`src/rtl/lv1_lv2_arb_pkg.sv`:
```
// Shared types and constants for the lv1<->lv2 bus arbiter.
// Latency: n/a (declarations only).
// Backpressure: n/a.
package lv1_lv2_arb_pkg;

  localparam int NUM_CORES_LV1 = 4;

  typedef enum logic [1:0] {
    IDLE       = 2'd0,
    PROC       = 2'd1,
    PROC_SNOOP = 2'd2,
    TURN       = 2'd3
  } arb_state_t;

endpackage

```
`src/rtl/lv1_lv2_bus_arbiter_rr_picker.sv`:
```
// Round-robin picker: first eligible request at or after ptr_i, wrapping.
// Latency: purely combinational, zero cycles.
// Backpressure: none; the parent decides whether to take the winner.
module rr_picker #(
  parameter int NUM_CORES   = 4,
  parameter int CORE_ID_WID = 2
) (
  input  logic [NUM_CORES-1:0]   req_i,
  input  logic [CORE_ID_WID-1:0] ptr_i,
  input  logic [NUM_CORES-1:0]   mask_i,
  output logic [NUM_CORES-1:0]   gnt_o,
  output logic                   vld_o,
  output logic [CORE_ID_WID-1:0] idx_o
);

  logic [NUM_CORES-1:0]   eligible;
  logic [CORE_ID_WID-1:0] cand;

  assign eligible = req_i & mask_i;

  // Scan from the farthest offset down to the pointer so the closest hit wins last.
  always_comb begin
    gnt_o = '0;
    vld_o = 1'b0;
    idx_o = '0;
    cand  = '0;
    for (int i = NUM_CORES - 1; i >= 0; i--) begin
      cand = CORE_ID_WID'((int'(ptr_i) + i) % NUM_CORES);
      if (eligible[cand]) begin
        vld_o       = 1'b1;
        idx_o       = cand;
        gnt_o       = '0;
        gnt_o[cand] = 1'b1;
      end
    end
  end

endmodule

```
`src/rtl/lv1_lv2_bus_arbiter.sv`:
```
// Grants one processor owner of the lv1<->lv2 bus plus one nested snoop responder, both round-robin.
// Latency: request sampled in cycle M gives a registered grant in M+1; one idle turnaround between owners.
// Backpressure: requesters simply hold their req until granted; owner release forces snoop release.
module lv1_lv2_bus_arbiter
  import lv1_lv2_arb_pkg::*;
#(
  parameter int NUM_CORES   = NUM_CORES_LV1,
  parameter int CORE_ID_WID = 2
) (
  input  logic                   clk,
  input  logic                   rst,
  input  logic [NUM_CORES-1:0]   bus_lv1_lv2_req_proc,
  input  logic [NUM_CORES-1:0]   bus_lv1_lv2_req_snoop,
  output logic [NUM_CORES-1:0]   bus_lv1_lv2_gnt_proc,
  output logic [NUM_CORES-1:0]   bus_lv1_lv2_gnt_snoop,
  output logic [CORE_ID_WID-1:0] proc_owner_id,
  output logic                   bus_busy
);

  localparam logic [CORE_ID_WID-1:0] LAST_ID = CORE_ID_WID'(NUM_CORES - 1);

  arb_state_t             state_q, state_d;
  logic [NUM_CORES-1:0]   gnt_proc_q, gnt_proc_d;
  logic [NUM_CORES-1:0]   gnt_snoop_q, gnt_snoop_d;
  logic [CORE_ID_WID-1:0] owner_id_q, owner_id_d;
  logic [CORE_ID_WID-1:0] proc_ptr_q, proc_ptr_d;
  logic [CORE_ID_WID-1:0] snoop_ptr_q, snoop_ptr_d;

  logic [NUM_CORES-1:0]   proc_win, snoop_win;
  logic                   proc_vld, snoop_vld;
  logic [CORE_ID_WID-1:0] proc_idx, snoop_idx;
  logic                   owner_req, holder_req;

  // The current owner can never be its own snoop responder.
  rr_picker #(.NUM_CORES(NUM_CORES), .CORE_ID_WID(CORE_ID_WID)) u_proc_pick (
    .req_i  (bus_lv1_lv2_req_proc),
    .ptr_i  (proc_ptr_q),
    .mask_i ({NUM_CORES{1'b1}}),
    .gnt_o  (proc_win),
    .vld_o  (proc_vld),
    .idx_o  (proc_idx)
  );

  rr_picker #(.NUM_CORES(NUM_CORES), .CORE_ID_WID(CORE_ID_WID)) u_snoop_pick (
    .req_i  (bus_lv1_lv2_req_snoop),
    .ptr_i  (snoop_ptr_q),
    .mask_i (~gnt_proc_q),
    .gnt_o  (snoop_win),
    .vld_o  (snoop_vld),
    .idx_o  (snoop_idx)
  );

  assign owner_req  = |(bus_lv1_lv2_req_proc & gnt_proc_q);
  assign holder_req = |(bus_lv1_lv2_req_snoop & gnt_snoop_q);

  // Next-state and next-grant decisions; owner release always takes precedence over snoop activity.
  always_comb begin
    state_d     = state_q;
    gnt_proc_d  = gnt_proc_q;
    gnt_snoop_d = gnt_snoop_q;
    owner_id_d  = owner_id_q;
    proc_ptr_d  = proc_ptr_q;
    snoop_ptr_d = snoop_ptr_q;
    unique case (state_q)
      IDLE, TURN: begin
        gnt_proc_d  = '0;
        gnt_snoop_d = '0;
        owner_id_d  = '0;
        state_d     = IDLE;
        if (proc_vld) begin
          gnt_proc_d = proc_win;
          owner_id_d = proc_idx;
          proc_ptr_d = (proc_idx == LAST_ID) ? '0 : proc_idx + 1'b1;
          state_d    = PROC;
        end
      end
      PROC: begin
        if (!owner_req) begin
          gnt_proc_d = '0;
          owner_id_d = '0;
          state_d    = TURN;
        end else if (snoop_vld) begin
          gnt_snoop_d = snoop_win;
          snoop_ptr_d = (snoop_idx == LAST_ID) ? '0 : snoop_idx + 1'b1;
          state_d     = PROC_SNOOP;
        end
      end
      PROC_SNOOP: begin
        if (!owner_req) begin
          gnt_proc_d  = '0;
          gnt_snoop_d = '0;
          owner_id_d  = '0;
          state_d     = TURN;
        end else if (!holder_req) begin
          gnt_snoop_d = '0;
          state_d     = PROC;
        end
      end
      default: begin
        gnt_proc_d  = '0;
        gnt_snoop_d = '0;
        owner_id_d  = '0;
        state_d     = IDLE;
      end
    endcase
  end

  // State, grant and pointer registers; reset drops grants at once with no turnaround.
  always_ff @(posedge clk or posedge rst) begin
    if (rst) begin
      state_q     <= IDLE;
      gnt_proc_q  <= '0;
      gnt_snoop_q <= '0;
      owner_id_q  <= '0;
      proc_ptr_q  <= '0;
      snoop_ptr_q <= '0;
    end else begin
      state_q     <= state_d;
      gnt_proc_q  <= gnt_proc_d;
      gnt_snoop_q <= gnt_snoop_d;
      owner_id_q  <= owner_id_d;
      proc_ptr_q  <= proc_ptr_d;
      snoop_ptr_q <= snoop_ptr_d;
    end
  end

  assign bus_lv1_lv2_gnt_proc  = gnt_proc_q;
  assign bus_lv1_lv2_gnt_snoop = gnt_snoop_q;
  assign proc_owner_id         = owner_id_q;
  assign bus_busy              = |gnt_proc_q;

endmodule

```
`config.mk`:
```
export PLATFORM = sky130hd
export DESIGN_NAME = lv1_lv2_bus_arbiter
export DESIGN_NICKNAME = d
export VERILOG_FILES = /design/src/rtl/lv1_lv2_arb_pkg.sv /design/src/rtl/lv1_lv2_bus_arbiter_rr_picker.sv /design/src/rtl/lv1_lv2_bus_arbiter.sv
export SDC_FILE = /design/constraint.sdc
export NUM_CORES = 1
export LEC_CHECK = 0
export CORE_ASPECT_RATIO = 2
export CORE_UTILIZATION = 30
export DETAILED_ROUTE_END_ITERATION = 10
export HOLD_SLACK_MARGIN = 0.02
export SYNTH_ARGS = -nofsm -noshare
export SYNTH_HDL_FRONTEND = slang
export SYNTH_SLANG_ARGS = --single-unit
```
`constraint.sdc`:
```
create_clock -name clk -period 4.45 [get_ports clk]
set_input_delay 0.89 -clock clk [delete_from_list [all_inputs] [get_ports clk]]
set_output_delay 0.89 -clock clk [all_outputs]
set_load 0.05 [all_outputs]
```
==> results of run 1 <==
## registers in the layout, indices dropped and copies added (netlist names)
signal                 flops
snoop_ptr_q                2
proc_ptr_q                 2
bus_lv1_lv2_gnt_snoop      4
proc_owner_id              2
bus_lv1_lv2_gnt_proc       4
state_q                    2
## Yosys cell counts, drive strengths merged, types with 3 or more instances
cell type	count
mux4	5
nand3	5
nand2	25
a21o	4
a221o	3
a311oi	3
a21oi	12
a22oi	5
buf	3
a31oi	5
ha	14
nor3b	3
nor2b	7
mux2i	3
dfrtp	16
clkbuf	4
nand2b	6
a222oi	4
o21ai	17
inv	10
nor2	8
## final cells by class
cell class | instances | area (sq um)
fillers | 540 | 3260
multi-input cells | 159 | 1160
flip-flops and latches | 16 | 400
repair buffers | 20 | 200
well taps | 58 | 72.6
clock buffers | 4 | 55.1
inverters | 10 | 37.5
## worst register-to-register path: stages, from the launching register on
cell and delay [ps]:
dfrtp_1 730, inv_1 250, ha_1 470, mux4_2 430, or2_1 300, o31a_1 390, o21ai_0 100, a21oi_1 60
a21o_1 160
## cells by family after synthesis
group | Yosys count | synth area share (%)
buf+inv | 17 | 4.89
simple gates | 66 | 20.2
flops | 16 | 24.4
fa+ha+maj | 14 | 10.7
compound gates | 70 | 30.6
xor+xnor | 1 | 0.534
mux | 8 | 8.70
## per-layer routing
layer	track usage (%)	share of wire, %	routed length, microns	vias up
met5	0	0	0	-
met4	12.1	6.5	309	0
met3	2.86	3.5	166	23
met2	34.2	57	2740	58
met1	16.8	33	1550	771
li1	-	-	-	768
## how the worst min path moves through the flow
stage               slack [ps]  depth (start not counted)                to
floorplan                  470                          2        state_q[1]
global placement           490                          2  proc_owner_id[1]
detailed placement         500                          2  proc_owner_id[1]
CTS                        520                          2  proc_owner_id[1]
global route               550                          2  proc_owner_id[1]
finish                     510                          2  proc_owner_id[1]
## per-stage QoR
| step | power (mW) | instance area, sq um | utilization (%) |
|---|---|---|---|
| global placement | 1.45 | 1870 | 36.1 |
| finish | 1.59 | 1920 | 37.1 |
| detailed placement | 1.44 | 1870 | 36.1 |
| floorplan | 1.15 | 1640 | - |
| CTS | 1.58 | 1920 | 37.1 |
| global route | 1.72 | 1920 | 37.1 |
## power groups by stage
stage	clock network, mW	registers [mW]	logic [mW]
3_3_place_gp	0	0.329	1.12
2_1_floorplan	0	0.366	0.788
6_report	0.136	0.324	1.13
5_1_grt	0.140	0.341	1.24
4_1_cts	0.136	0.325	1.12
3_5_place_dp	0	0.327	1.12
==> flow_metrics.py, run 1 <==
metrics = {
    "synthesis": {
        "syn_avg_cell_area_sq_um": 8.54,
        "synth_cell_type_count": 47,
        "synth_top_area_share_pct": 24.4,
        "ys_warn_count": 0,
        "synth_area_leaders": "dfrtp_1, ha_1, mux4_2",
        "async_reset_ff_share_pct": 100,
        "syn-cell-area_sq_mm": 0.00164,
        "yosysSeqAreaShare_pct": 24.4,
        "syn_inst": 192,
        "synth_nets": 216,
        "synth_ff_type": "dfrtp_1",
        "ys_seq_elements": 16,
        "synth_edf_count": 0,
        "yosys.area.top_type": "dfrtp_1",
    },
    "critical_path": {
        "start_kind": "input port",
        "timing_worst_setup_path_type": "in2reg",
        "crit_buf_inv": 1,
        "crit_path_end_kind": "flip-flop",
        "cp-startpoint": "bus_lv1_lv2_req_snoop[1]",
        "worstSetupEndpoint": "bus_lv1_lv2_gnt_snoop[1]",
        "reg2reg_depth": 8,
        "r2r_start": "proc_ptr_q[0]",
        "cp_max_fo": 9,
        "path_cells": "clkdlybuf4s50_1 -> nor2b_1 -> mux4_2 -> a211oi_1 -> nand2_1 -> a31oi_1 -> a221o_1",
        "slowest_stage": "a211oi_1",
        "r2r_end": "bus_lv1_lv2_gnt_proc[0]",
        "critical_path_cell_count": 7,
        "worst_ep_arrival_time_ps": 3210,
        "cp_slowest_stage_delay_ps": 590,
        "crit_family": "compound AO/OA/AOI/OAI gates",
        "reg2reg_slack_ps": 1480,
        "required_ps": 4640,
    },
    "global_route": {
        "grt_max_degree": 18,
        "grt_pass1_vias": 1675,
        "antenna_found_initial": 0,
        "grt_pass1_wl_mm": 7.85,
        "grtUsageTotal_pct": 18.5,
        "gr-total-overflow": 0,
    },
    "clock_network": {
        "cts_buffers": 3,
        "ctsResizeCount": 0,
        "clk_latency_ps": 260,
        "postCtsSetupBuffers": 0,
        "cts_tree": "done",
        "clock_path_buffers": 2,
        "cts_num_sinks": 16,
        "clk_pin_slew_ps": 60,
        "cts_hold_buf": 0,
        "htree_levels": 1,
        "cts_root_buf": "clkbuf_8",
    },
    "timing": {
        "rsz0062_at_grt": "false",
        "fin_tns_setup_ps": 0,
        "period_needed_ps": 3020,
        "post-route-period-util_pct": 67.9,
        "whs_ps": 514,
        "finalMaxSlewViolations": 0,
        "worstMarginPinSlew_ps": 694,
        "slew_headroom_pct": 53.5,
        "fmax_mhz": 331,
        "clock_skew_ps": 9.61,
        "setup_viol": 0,
        "setup_ws_ps": 1430,
        "hold_viol": 0,
    },
    "flow_run": {
        "max_cap_viol_count": 0,
    },
    "route": {
        "firstDrtPassIters": 6,
        "vias": 1620,
        "ant_nets": 0,
        "viasPerCell": 6.07,
        "wire_per_inst_microns": 17.9,
        "drt_iter0_markers": 46,
        "drc_errors": 0,
        "wirelength_mm": 4.77,
    },
    "place": {
        "dp_hpwl_mm": 3.89,
        "gp_congestion": 0.915,
        "numPortBuffers": 20,
        "dp_slack_ps": 1230,
        "post-place-cells": 263,
    },
    "floorplanning": {
        "rows": 37,
        "dieArea_sq_mm": 0.00578,
        "ioPinCount": 21,
        "core_sq_mm": 0.00518,
        "die_h_microns": 107,
        "die_width_microns": 54.3,
        "start_util_pct": 31.6,
    },
    "final_layout": {
        "final_common_cell": "nand2_1",
        "n_antenna_cell": 0,
        "nets": 234,
        "drive_gt1_share_pct": 6.22,
        "final_cell_mix": "nand2_1, clkdlybuf4s50_1, o21ai_0, dfrtp_1, ha_1",
        "final_cells": 267,
        "syn_to_final_growth_pct": 17.4,
    },
    "min_path": {
        "hold_path_class": "reg2reg",
        "min-delay-start": "proc_owner_id[1]",
    },
    "power": {
        "pwr-share-seq_pct": 20.4,
        "p_int_mw": 0.727,
        "p_sw_mw": 0.860,
        "p_leak_nw": 0.799,
        "p_per_area_mw_per_mm2": 825,
        "comb_power_share_pct": 71.0,
        "swShare_pct": 54.2,
        "irDropWorstVdd_mv": 0.445,
        "clockPowerShare_pct": 8.5,
    },
    "run_status": {
        "status": "finished clean",
    },
}
Power figures use the tool's default switching activity.
==> run 2: changes to the inputs <==
clock period = 2.6 ns   (was 4.45 ns; I/O delays follow)
==> run 2 against run 1 <==
Compared with the run above: combinational power rose by 110%; die area did not move; first-iteration DRC count rose by 54%; setup slack got worse by 1400 ps; clock-buffer cell count did not move; critical path depth fell by 5; design area rose by 12%; clock skew fell by 2.0 ps; sequential power rose by 39%; via count rose by 5.6%; utilization rose by 4.5 points; flip-flop and latch count did not move.
==> flow_metrics.py, run 2 (synthesis results as in run 1) <==
metrics = {
    "floorplanning": {
        "die_h_microns": 107,
        "core_sq_mm": 0.00518,
        "dieArea_sq_mm": 0.00578,
        "start_util_pct": 31.6,
        "ioPinCount": 21,
        "die_width_microns": 54.3,
        "rows": 37,
    },
    "power": {
        "irDropWorstVdd_mv": 0.645,
        "power_mw": 3.00,
        "p_per_area_mw_per_mm2": 1390,
        "p_leak_nw": 0.951,
    },
    "clock_network": {
        "postCtsSetupBuffers": 0,
        "cts_tree": "done",
        "cts_num_sinks": 16,
        "cts_root_buf": "clkbuf_8",
        "clock_path_buffers": 2,
        "cts_hold_buf": 0,
        "clk_latency_ps": 260,
        "htree_levels": 1,
        "clk_pin_slew_ps": 70,
        "cts_buffers": 3,
    },
    "place": {
        "placed_area_sq_mm": 0.00210,
        "dp_hpwl_mm": 4.19,
        "numPortBuffers": 20,
        "gp_congestion": 0.856,
    },
    "global_route": {
        "gr-total-overflow": 0,
        "grt_pass1_wl_mm": 8.31,
        "antenna_found_initial": 0,
        "grtUsageTotal_pct": 19.8,
        "grt_pass1_vias": 1761,
        "grt_max_degree": 17,
    },
    "final_layout": {
        "post-route-util_pct": 41.7,
        "final_common_cell": "buf_4",
        "nFillCells": 535,
        "syn_to_final_growth_pct": 31.8,
        "drive_gt1_share_pct": 18.8,
        "fin_area_sq_mm": 0.00216,
        "final_cell_mix": "buf_4, nand2_1, clkdlybuf4s50_1, o21ai_0, dfrtp_1",
        "n_antenna_cell": 0,
        "nets": 265,
    },
    "timing": {
        "fin_tns_setup_ps": 0,
        "rsz0062_at_grt": "false",
        "worstMarginPinSlew_ps": 681,
        "fmax_mhz": 395,
        "slew_headroom_pct": 54.6,
        "finalMaxSlewViolations": 0,
        "whs_ps": 504,
        "period_needed_ps": 2530,
        "setup_viol": 0,
        "clock_skew_ps": 7.61,
        "hold_viol": 0,
        "post-route-period-util_pct": 97.3,
    },
    "route": {
        "wire_per_inst_microns": 17.0,
        "drt_iter0_markers": 71,
        "drc_errors": 0,
        "vias": 1711,
        "viasPerCell": 5.74,
        "firstDrtPassIters": 5,
        "wirelength_mm": 5.08,
        "ant_nets": 0,
    },
    "critical_path": {
        "r2r_start": "proc_ptr_q[0]",
        "reg2reg_depth": 9,
        "required_ps": 2080,
        "cp_max_fo": 6,
        "worst_ep_arrival_time_ps": 2010,
        "r2r_end": "proc_ptr_q[1]",
        "crit_path_end_kind": "output port",
        "reg2reg_slack_ps": 200,
        "timing_worst_setup_path_type": "reg2out",
        "start_kind": "flip-flop",
    },
    "run_status": {
        "status": "finished clean",
    },
    "flow_run": {
        "max_cap_viol_count": 0,
    },
    "min_path": {
        "min-delay-start": "proc_owner_id[1]",
        "hold_path_class": "reg2reg",
        "hold_end": "proc_owner_id[1]",
        "holdPathStages": 2,
    },
}
[run 2: cell types whose count changed in the layout (fill, tap and decap cells not counted)]
cell / before / now
buf_4: 0 / 31
nor2b_1: 7 / 6
nor2b_2: 0 / 1
[run 2: where the power goes]
group	internal [mW]	leakage [nW]	switching (mW)
clock network	0.135	0.0288	0.0964
registers	0.357	0.207	0.0929
logic	0.984	0.715	1.34
total	1.48	0.951	1.52
[run 2: metal layers]
metal	track usage [%]	share of wire (%)	up-vias
li1	-	-	828
met1	18.2	33	822
met2	38.2	60	43
met3	2.00	2.5	18
met4	10.4	4.4	0
met5	0	0	-
[run 2: layout make-up]
type                       count  area, sq um  share of cell area [%]
inverter                      10         37.5                    1.74
multi-input combinational    159         1160                    53.8
timing repair buffer          51          433                    20.0
clock buffer                   4         55.1                    2.55
tap                           58         72.6                    3.36
sequential                    16          400                    18.5
[run 2: worst max-delay path by stage]
stage                              from                        to  slack, ps  cells past startpoint
2_1_floorplan             proc_ptr_q[0]   bus_lv1_lv2_gnt_proc[2]         40                      9
3_3_place_gp   bus_lv1_lv2_req_snoop[1]  bus_lv1_lv2_gnt_snoop[0]        -90                      7
3_5_place_dp   bus_lv1_lv2_req_snoop[1]  bus_lv1_lv2_gnt_snoop[0]       -120                      7
4_1_cts         bus_lv1_lv2_gnt_proc[0]                  bus_busy         60                      2
5_1_grt         bus_lv1_lv2_gnt_proc[0]                  bus_busy         30                      2
6_report        bus_lv1_lv2_gnt_proc[0]                  bus_busy         70                      2
[run 2: repair_timing]
item	CTS	global route
endpoints found under the setup margin	0	2
gates resized for setup	0	1
hold endpoints to repair	0	0
[run 2: through the flow]
step	setup slack [ps]	std cells
after floorplan	39.0	192
after global placement	-89.8	294
after detailed placement	-120	294
after CTS	60.0	298
after global routing	32.3	298
final	69.9	298
[run 2: critical path: stages (launching register included)]
cell and delay (ps):
dfrtp_1 460, or4_1 560, clkdlybuf4s50_1 740
